==> config.mk <==
export PLATFORM = sky130hd
export DESIGN_NAME = item_sprite_drawer
export DESIGN_NICKNAME = d
export VERILOG_FILES = /design/src/rtl/item_sprite_drawer.sv
export SDC_FILE = /design/constraint.sdc
export NUM_CORES = 1
export LEC_CHECK = 0
export BUFFER_PORTS_ARGS = -buffer_cell sky130_fd_sc_hd__buf_2
export CORE_ASPECT_RATIO = 1.25
export CORE_UTILIZATION = 45
export CTS_CLUSTER_DIAMETER = 150
export CTS_CLUSTER_SIZE = 30
export DETAILED_ROUTE_END_ITERATION = 6
export PLACE_DENSITY = 0.69
export SLEW_MARGIN = 20
export SYNTH_ARGS = -nofsm -noshare
export SYNTH_HDL_FRONTEND = slang
export SYNTH_SLANG_ARGS = --single-unit
export TNS_END_PERCENT = 20
==> constraint.sdc <==
create_clock -name clock -period 2.3 [get_ports clock]
set_clock_uncertainty 0.05 [all_clocks]
set_input_delay 0.115 -clock clock [delete_from_list [all_inputs] [get_ports clock]]
set_output_delay 0.115 -clock clock [all_outputs]
set_load 0.005 [all_outputs]
==> src/rtl/item_sprite_drawer.sv <==
// item_sprite_drawer
//   Once per frame, walks item RAM entries 0..quantity-1 through the rope
//   controller's shared read port and plots every visible item as a filled
//   SPRITE_SIZE x SPRITE_SIZE box on the VGA plot interface.
//
// Ports
//   clock, reset        system clock, synchronous active-high reset
//   start               1-cycle pulse, begins one frame pass (ignored while busy)
//   quantity[3:0]       number of valid item entries
//   item_data[31:0]     RAM word: [31:23]=x [18:11]=y [3:2]=type [1]=visible [0]=moving
//   draw_stone_flag     high while this block owns the RAM read address
//   draw_index[3:0]     RAM address requested
//   vga_x/vga_y/vga_colour/vga_plot   registered pixel write interface
//   busy, done          pass status; done is a 1-cycle pulse
//
// Build option
//   ITEM_HILITE_EN      when defined, items with moving=1 get a 1-pixel border
//                       in 3'b100; otherwise the moving bit is ignored.
//
// state   | meaning
// S_IDLE  | waiting for start
// S_ADDR  | drive draw_index, take the RAM port, load latency timer
// S_WAIT  | hold the RAM port until item_data is valid
// S_LATCH | capture the item word, then release the RAM port
// S_DRAW  | emit one pixel per cycle in raster order
// S_NEXT  | advance item index or finish
// S_DONE  | one-cycle done pulse

module item_sprite_drawer #(
    parameter int SPRITE_SIZE  = 16,
    parameter int READ_LATENCY = 2,
    parameter int SCREEN_W     = 320,
    parameter int SCREEN_H     = 240
) (
    input  logic        clock,
    input  logic        reset,
    input  logic        start,
    input  logic [3:0]  quantity,
    input  logic [31:0] item_data,
    output logic        draw_stone_flag,
    output logic [3:0]  draw_index,
    output logic [8:0]  vga_x,
    output logic [7:0]  vga_y,
    output logic [2:0]  vga_colour,
    output logic        vga_plot,
    output logic        busy,
    output logic        done
);

    localparam int PW  = $clog2(SPRITE_SIZE);
    localparam int WCW = (READ_LATENCY > 2) ? $clog2(READ_LATENCY) : 1;
    localparam logic [WCW-1:0] WAIT_LOAD = WCW'(READ_LATENCY - 1);
    localparam logic [PW-1:0]  PIX_LAST  = PW'(SPRITE_SIZE - 1);
    localparam logic [9:0]     X_LIM     = 10'(SCREEN_W);
    localparam logic [9:0]     Y_LIM     = 10'(SCREEN_H);

    typedef enum logic [2:0] {
        S_IDLE, S_ADDR, S_WAIT, S_LATCH, S_DRAW, S_NEXT, S_DONE
    } state_t;

    state_t         r_state, w_state_next;
    logic [3:0]     r_idx, w_idx_next;
    logic [3:0]     r_qty;
    logic [WCW-1:0] r_wait_cnt, w_wait_next;
    logic [PW-1:0]  r_px, r_py, w_px_next, w_py_next;
    logic [8:0]     r_item_x;
    logic [7:0]     r_item_y;
    logic [1:0]     r_item_type;
    logic           w_start_acc;
    logic           w_load_item;
    logic [4:0]     w_idx_inc5;

    logic           r_flag;
    logic [3:0]     r_draw_index;
    logic [8:0]     r_vga_x;
    logic [7:0]     r_vga_y;
    logic [2:0]     r_vga_colour;
    logic           r_vga_plot;
    logic           r_busy;
    logic           r_done;

    logic           w_in_draw;
    logic           w_flag_next;
    logic [9:0]     w_pix_x;
    logic [9:0]     w_pix_y;
    logic           w_pix_visible;
    logic [2:0]     w_type_colour;
    logic [2:0]     w_pix_colour;

`ifdef ITEM_HILITE_EN
    logic           r_item_moving;
    logic           w_on_border;
    logic           w_unused_bits;
    assign w_unused_bits = ^{item_data[22:19], item_data[10:4]};
    assign w_on_border   = (r_px == '0) || (r_py == '0) ||
                           (r_px == PIX_LAST) || (r_py == PIX_LAST);
`else
    logic           w_unused_bits;
    assign w_unused_bits = ^{item_data[22:19], item_data[10:4], item_data[0]};
`endif

    assign w_start_acc = (r_state == S_IDLE) && start;
    assign w_idx_inc5  = {1'b0, r_idx} + 5'd1;
    assign w_in_draw   = (r_state == S_DRAW);

    // Box coordinates are summed at 10 bits so boxes hanging off the right or
    // bottom edge are detected instead of wrapping back onto the screen.
    assign w_pix_x       = {1'b0, r_item_x} + 10'(r_px);
    assign w_pix_y       = {2'b0, r_item_y} + 10'(r_py);
    assign w_pix_visible = (w_pix_x < X_LIM) && (w_pix_y < Y_LIM);

    always_comb begin
        w_state_next = r_state;
        w_idx_next   = r_idx;
        w_wait_next  = r_wait_cnt;
        w_px_next    = r_px;
        w_py_next    = r_py;
        w_load_item  = 1'b0;
        case (r_state)
            S_IDLE: begin
                if (start) begin
                    w_idx_next   = 4'd0;
                    w_state_next = (quantity == 4'd0) ? S_DONE : S_ADDR;
                end
            end
            S_ADDR: begin
                w_wait_next  = WAIT_LOAD;
                w_state_next = S_WAIT;
            end
            S_WAIT: begin
                if (r_wait_cnt == '0) begin
                    w_state_next = S_LATCH;
                end else begin
                    w_wait_next = r_wait_cnt - 1'b1;
                end
            end
            S_LATCH: begin
                w_load_item  = 1'b1;
                w_px_next    = '0;
                w_py_next    = '0;
                w_state_next = item_data[1] ? S_DRAW : S_NEXT;
            end
            S_DRAW: begin
                if (r_px == PIX_LAST) begin
                    w_px_next = '0;
                    w_py_next = r_py + 1'b1;
                    if (r_py == PIX_LAST) begin
                        w_state_next = S_NEXT;
                    end
                end else begin
                    w_px_next = r_px + 1'b1;
                end
            end
            S_NEXT: begin
                // 5-bit compare: quantity=15 stops after index 14 without wrapping.
                if (w_idx_inc5 >= {1'b0, r_qty}) begin
                    w_state_next = S_DONE;
                end else begin
                    w_idx_next   = w_idx_inc5[3:0];
                    w_state_next = S_ADDR;
                end
            end
            S_DONE: begin
                w_state_next = S_IDLE;
            end
            default: begin
                w_state_next = S_IDLE;
            end
        endcase
    end

    // The flag follows the next state so it is aligned with S_ADDR..S_LATCH
    // and drops on the cycle after the item word is captured.
    assign w_flag_next = (w_state_next == S_ADDR) || (w_state_next == S_WAIT) ||
                         (w_state_next == S_LATCH);

    always_comb begin
        case (r_item_type)
            2'b00:   w_type_colour = 3'b111;
            2'b01:   w_type_colour = 3'b110;
            2'b10:   w_type_colour = 3'b011;
            default: w_type_colour = 3'b101;
        endcase
        w_pix_colour = w_type_colour;
`ifdef ITEM_HILITE_EN
        if (r_item_moving && w_on_border) begin
            w_pix_colour = 3'b100;
        end
`endif
    end

    always_ff @(posedge clock) begin
        if (reset) begin
            r_state       <= S_IDLE;
            r_idx         <= '0;
            r_qty         <= '0;
            r_wait_cnt    <= '0;
            r_px          <= '0;
            r_py          <= '0;
            r_item_x      <= '0;
            r_item_y      <= '0;
            r_item_type   <= '0;
`ifdef ITEM_HILITE_EN
            r_item_moving <= 1'b0;
`endif
            r_flag        <= 1'b0;
            r_draw_index  <= '0;
            r_vga_x       <= '0;
            r_vga_y       <= '0;
            r_vga_colour  <= '0;
            r_vga_plot    <= 1'b0;
            r_busy        <= 1'b0;
            r_done        <= 1'b0;
        end else begin
            r_state    <= w_state_next;
            r_idx      <= w_idx_next;
            r_wait_cnt <= w_wait_next;
            r_px       <= w_px_next;
            r_py       <= w_py_next;
            if (w_start_acc) begin
                r_qty <= quantity;
            end
            if (w_load_item) begin
                r_item_x      <= item_data[31:23];
                r_item_y      <= item_data[18:11];
                r_item_type   <= item_data[3:2];
`ifdef ITEM_HILITE_EN
                r_item_moving <= item_data[0];
`endif
            end
            r_flag <= w_flag_next;
            if (w_state_next == S_ADDR) begin
                r_draw_index <= w_idx_next;
            end
            // Clipped pixels still take their slot; only the strobe is suppressed.
            r_vga_plot   <= w_in_draw && w_pix_visible;
            r_vga_x      <= w_in_draw ? w_pix_x[8:0] : 9'd0;
            r_vga_y      <= w_in_draw ? w_pix_y[7:0] : 8'd0;
            r_vga_colour <= w_in_draw ? w_pix_colour : 3'd0;
            if (w_start_acc) begin
                r_busy <= 1'b1;
            end else if (r_state == S_DONE) begin
                r_busy <= 1'b0;
            end
            r_done <= (r_state == S_DONE);
        end
    end

    assign draw_stone_flag = r_flag;
    assign draw_index      = r_draw_index;
    assign vga_x           = r_vga_x;
    assign vga_y           = r_vga_y;
    assign vga_colour      = r_vga_colour;
    assign vga_plot        = r_vga_plot;
    assign busy            = r_busy;
    assign done            = r_done;

endmodule

# ---- After elaboration in Yosys (flattened, before gate mapping)
# Cells that the tools add are included.
dict set report op_classes {
  addsub 6
  order_cmp 3
  eq_ne 14
  n_mux 21
  n_bitwise 1
  reduce_logical 13
}
# operator n
set ops {}
lappend ops {{$pmux 4 s2} 3}
lappend ops {{$mux 3} 6}
lappend ops {{$pmux 3 s6} 1}
lappend ops {{$mux 4} 4}
lappend ops {{$eq 3x2->1 const B} 4}
lappend ops {{$add 9x4->10} 1}
lappend ops {{$lt 10x9->1 const B} 1}
lappend ops {{$add 8x4->9} 1}
lappend ops {{$eq 3x3->1 const B} 3}
lappend ops {{$lt 9x8->1 const B} 1}
lappend ops {{$pmux 3 s3} 1}
lappend ops {{$add 4x1->4 const B} 2}
lappend ops {{$eq 4x4->1 const B} 2}
lappend ops {{$eq 3x1->1 const B} 2}
lappend ops {{$reduce_bool 2->1} 3}
lappend ops {{$add 4x1->5 const B} 1}
lappend ops {{$ge 5x4->1} 1}
lappend ops {{$mux 1} 5}
lappend ops {{$logic_not 4->1} 1}
lappend ops {{$logic_and 1x1->1} 3}
lappend ops {{$logic_not 3->1} 1}
lappend ops {{$eq 2x1->1 const B} 1}
lappend ops {{$eq 2x2->1 const B} 1}
lappend ops {{$logic_not 2->1} 1}
lappend ops {{7 further kinds} 8}
dict set report word_totals {
  regBits 67
  inputBits 39
  out_inout_bits 28
  word_cells 75
}

# ---- Longest topological paths before layout
dict set report logic_depth {
  ltp_word 7
  depth_mapped 8
  depth_no_buf 8
}

# ---- Worst setup path after synthesis
# OpenSTA, ideal clock, no wires.
dict set report synth_timing {
  path_kind {register -> register}
  start {register r_idx[0]}
  end {register r_idx[1]}
  setup_time_ns 0.074
  arrival_ns 1.817
  t_required_ns 2.176
  slack_ns 0.359
  path_stages_with_launch 7
  synth_period_minus_slack_ns 1.941
  path_cell_list {dfxtp_1 -> ha_1 -> ha_1 -> a211oi_1 -> o211ai_1 -> or3b_1 -> o21ai_0}
}
dict set report synth_between {
  elab_chain_cells 4
}
# element line
set synth_lines {}
lappend synth_lines {{start, declared} 62} ;# logic [3:0] r_idx, w_idx_next;
lappend synth_lines {{start signal, assigned} 216} ;# r_idx <= w_idx_next;
lappend synth_lines {{$add 4x1->5 (*)} 103} ;# assign w_idx_inc5 = {1'b0, r_idx} + 5'd1;
lappend synth_lines {{$ge 5x4->1} 156} ;# if (w_idx_inc5 >= {1'b0, r_qty}) begin
lappend synth_lines {{$mux 4 (*)} 156}
lappend synth_lines {{$pmux 4 s2 (*)} 119} ;# case (r_state)
# Mark *: on every way between the ends. The rest lies on a longest branch, timed or not.
# A chain may end at the register's enable or synchronous reset.

# ---- Worst setup path in the final report
dict set report layout_timing {
  start {register r_idx[0]}
  end {register r_idx[3]}
}
# Same word-level chain as after synthesis.

==> flow_summary_export.csv <==
group,metric,value,unit
worst_setup_path,path_cells,"ha_1, ha_1, a211oi_1, o211ai_1, or3b_1, o21ai_0",
detailed_routing,first_iter_violations,65,
synth,synth_cell_type_count,49,
pwr,p_leak,1.60,nW
pwr,totalPowerFinal,2.58,mW
pwr,ir_worst_vdd,366,µV
worst_setup_path,cp_slowest_cell,"or3b_1",
synth,synth_cells,344,
floorplan,coreArea,0.00652,mm²
synth,synth.most_common_cell,"dfxtp_1",
sta,fmaxAchievable,0.459,GHz
sta,slew_viol_final,0,
placed_design,dpl.hpwl,4200,µm
layout,synthToLayoutAreaGrowth,26.7,%
worst_setup_path,path_class,"reg2reg",
placed_design,gp_congestion,0.789,
floorplan,rows,33,
floorplan,die_area,0.00707,mm²
min_path,hp-start,"item_data[1]",
synth,synthDominantCellAreaShare,44.2,%
placed_design,dp_cells,475,
synth,synth_warnings,0,
sta,setup_viol,0,
layout,ff_latch_area,0.00134,mm²
detailed_routing,postRouteAntennaNets,0,
layout,n_antenna_cell,0,
placed_design,place_area,0.00338,mm²
clock_tree,numCtsBuffers,9,
floorplan,die_x,75.4,µm
synth,synth_ff_type,"dfxtp_1",
floorplan,die_h,93.8,µm
worst_setup_path,critPathRequiredTime,2.52,ns
sta,min_period,2.18,ns
min_path,hold_depth,4,
floorplan,start_util,46.5,%
sta,timing_hold_violations_final,0,
sta,relSlewSlack,53.5,%
global_routing,globalRouteOverflowTotal,0,
worst_setup_path,path_delay_family,"compound AO/OA/AOI/OAI gates",
synth,synth-seq-cells,67,
global_routing,grt_pass1_vias,2410,
clock_tree,clkSinkCount,67,
sta,whs,0.121,ns
worst_setup_path,r2r_slack,0.12,ns
worst_setup_path,cp-start-kind,"flip-flop",
worst_setup_path,cp.buffers_inverters,0,
layout,finalNonFillerCells,515,
worst_setup_path,cp_common_cell,"ha_1",
detailed_routing,firstDrtPassIters,5,
worst_setup_path,worstReg2RegStart,"r_idx[0]",
worst_setup_path,r2r-end,"r_idx[3]",
layout,fin_area,0.00384,mm²
sta,worst_pin_slew,0.695,ns
global_routing,grt_pass1_wl,10300,µm
detailed_routing,num_vias,2616,
clock_tree,clkSlewWorstSetupHoldPaths,0.07,ns
synth,synth_edf_count,0,
worst_setup_path,cpPeakStageDelay,0.47,ns
synth,syn_nets,400,
floorplan,pin_count,67,
detailed_routing,wl_per_cell,12.0,µm
outcome,status,"finished, final reports clean",
worst_setup_path,reg2reg_depth,6,
synth,yosys-top-cells-area,"dfxtp_1, ha_1, nand2_1",
clock_tree,clock_latency,0.35,ns
synth,async_reset_ff_share,0,%
layout,layout-drive-gt1-share,19.6,%
pwr,power_density,671,mW/mm²
min_path,hold_path.class,"in2reg",
layout,multiInputGateArea,0.00158,mm²
placed_design,port_buffers,54,
worst_setup_path,cp-end-kind,"flip-flop",
layout,fill_cells,606,
detailed_routing,routed_wl,6170,µm
synth,synth.avg_cell_area,8.81,µm²
global_routing,grt_max_degree,28,
synth,synth-seq-area-share,44.2,%
clock_tree,clockRootBuffer,"clkbuf_8",
min_path,hold_end,"r_state[0]",
global_routing,globalRouteTotalUtil,19.1,%
synth,netlist.top_cell.by_area,"dfxtp_1",
detailed_routing,drc_errors,0,
worst_setup_path,cp_max_fo,8,
clock_tree,htreeDepth,3,
clock_tree,cts_tree,"done",
job,cap_viol_max_count,0,
sta,finalCritPeriodShare,94.6,%
clock_tree,cts_buffer_depth,2,
detailed_routing,viasPerCell,5.08,
worst_setup_path,cp_data_arrival_time,2.39,ns
layout,fin_nets,479,
synth,netlist_top_cells_count,"dfxtp_1, nand2_1, a21oi_1, nor2_1, ha_1",
synth,syn_area,0.00303,mm²
global_routing,antenna_found_initial,0,
-- layout by cell type (no fill, tap or decap), drive strengths merged, types with 5 or more instances in the layout --
| cell | synthesis | routed |
|---|---|---|
| dfxtp | 67 | 67 |
| buf | 5 | 60 |
| nand2 | 46 | 46 |
| nor2 | 33 | 33 |
| a21oi | 32 | 32 |
| dlygate4sd3 | 0 | 23 |
| o21ai | 17 | 17 |
| ha | 15 | 15 |
| inv | 12 | 12 |
| nand3 | 12 | 12 |
| nand2b | 11 | 11 |
| xor2 | 11 | 11 |
| clkbuf | 10 | 9 |
| mux2i | 7 | 7 |
| a211oi | 6 | 6 |
| nor3 | 5 | 5 |
| clkinv | 0 | 5 |
-- area by class of cell --
class                   count  area share, %
clock buffers               9           3.23
clock inverters             7           2.41
inverters                  12           1.17
multi-input cells         250           41.2
flip-flops and latches     67           35.0
well taps                  87           2.83
repair buffers             83           14.2
-- state kept, by name, indices dropped and copies added (netlist names), 2 cells and up --
name,count
draw_index,4
r_idx,4
r_item_type,2
r_item_x,9
r_item_y,8
r_px,4
r_py,4
r_qty,4
r_state,3
vga_colour,3
vga_x,9
vga_y,8
-- repair_timing --
item                                   CTS  global route
endpoints found under the hold margin   23             0
hold buffers                            23             0
resized for setup                        0             3
setup endpoints to repair                0             9
setup buffers                            0             1
-- worst max-delay path by stage --
stage               startpoint             to  cells after the start  slack [ns]
finish                r_idx[0]       r_idx[3]                      6        0.12
global route          r_idx[2]       r_idx[2]                      7       -0.02
detailed placement    r_idx[0]       r_idx[2]                      6        0.11
floorplan             r_idx[0]       r_idx[1]                      6        0.36
CTS                   r_idx[0]  draw_index[1]                      7        0.08
global placement      r_idx[0]       r_idx[1]                      6        0.20
-- worst register-to-register path, stage by stage, from the launching register on --
cell and delay (ns):
dfxtp_2 0.34, ha_1 0.31, ha_1 0.29, a211oi_1 0.28, o211ai_1 0.29, or3b_1 0.47
o21ai_0 0.07
-- per-stage QoR --
step           setup WS [ns]  utilization, %  TNS [ns]
2_1_floorplan          0.359               -         0
3_3_place_gp           0.196            51.8         0
3_5_place_dp           0.107            51.8         0
4_1_cts               0.0759            58.6         0
5_1_grt              -0.0185            58.9   -0.0381
6_report               0.124            58.9         0
-- power by group --
part	switching [mW]	internal, mW
clock	0.451	0.608
sequential	0.0422	1.20
combinational	0.140	0.133
-- cells by family after synthesis --
logic type | Yosys count | synth area share [%]
AND/OR/NAND/NOR | 136 | 22.7
AO/OA/AOI/OAI | 75 | 15.0
flip-flops | 67 | 44.2
buffers and inverters | 27 | 3.84
adder cells (fa/ha/maj) | 17 | 7.51
XOR/XNOR | 15 | 4.33
multiplexers | 7 | 2.31
-- per-layer routing --
layer | up-vias | track usage (%) | wire length (µm) | share of wire, %
li1 | 1347 | - | - | -
met1 | 1190 | 21.9 | 2750 | 45
met2 | 64 | 32.8 | 3030 | 49
met3 | 15 | 3.33 | 223 | 3.6
met4 | 0 | 10.3 | 165 | 2.7
met5 | - | 0 | 0 | 0
Note: power is estimated with default switching activity, not from simulation.
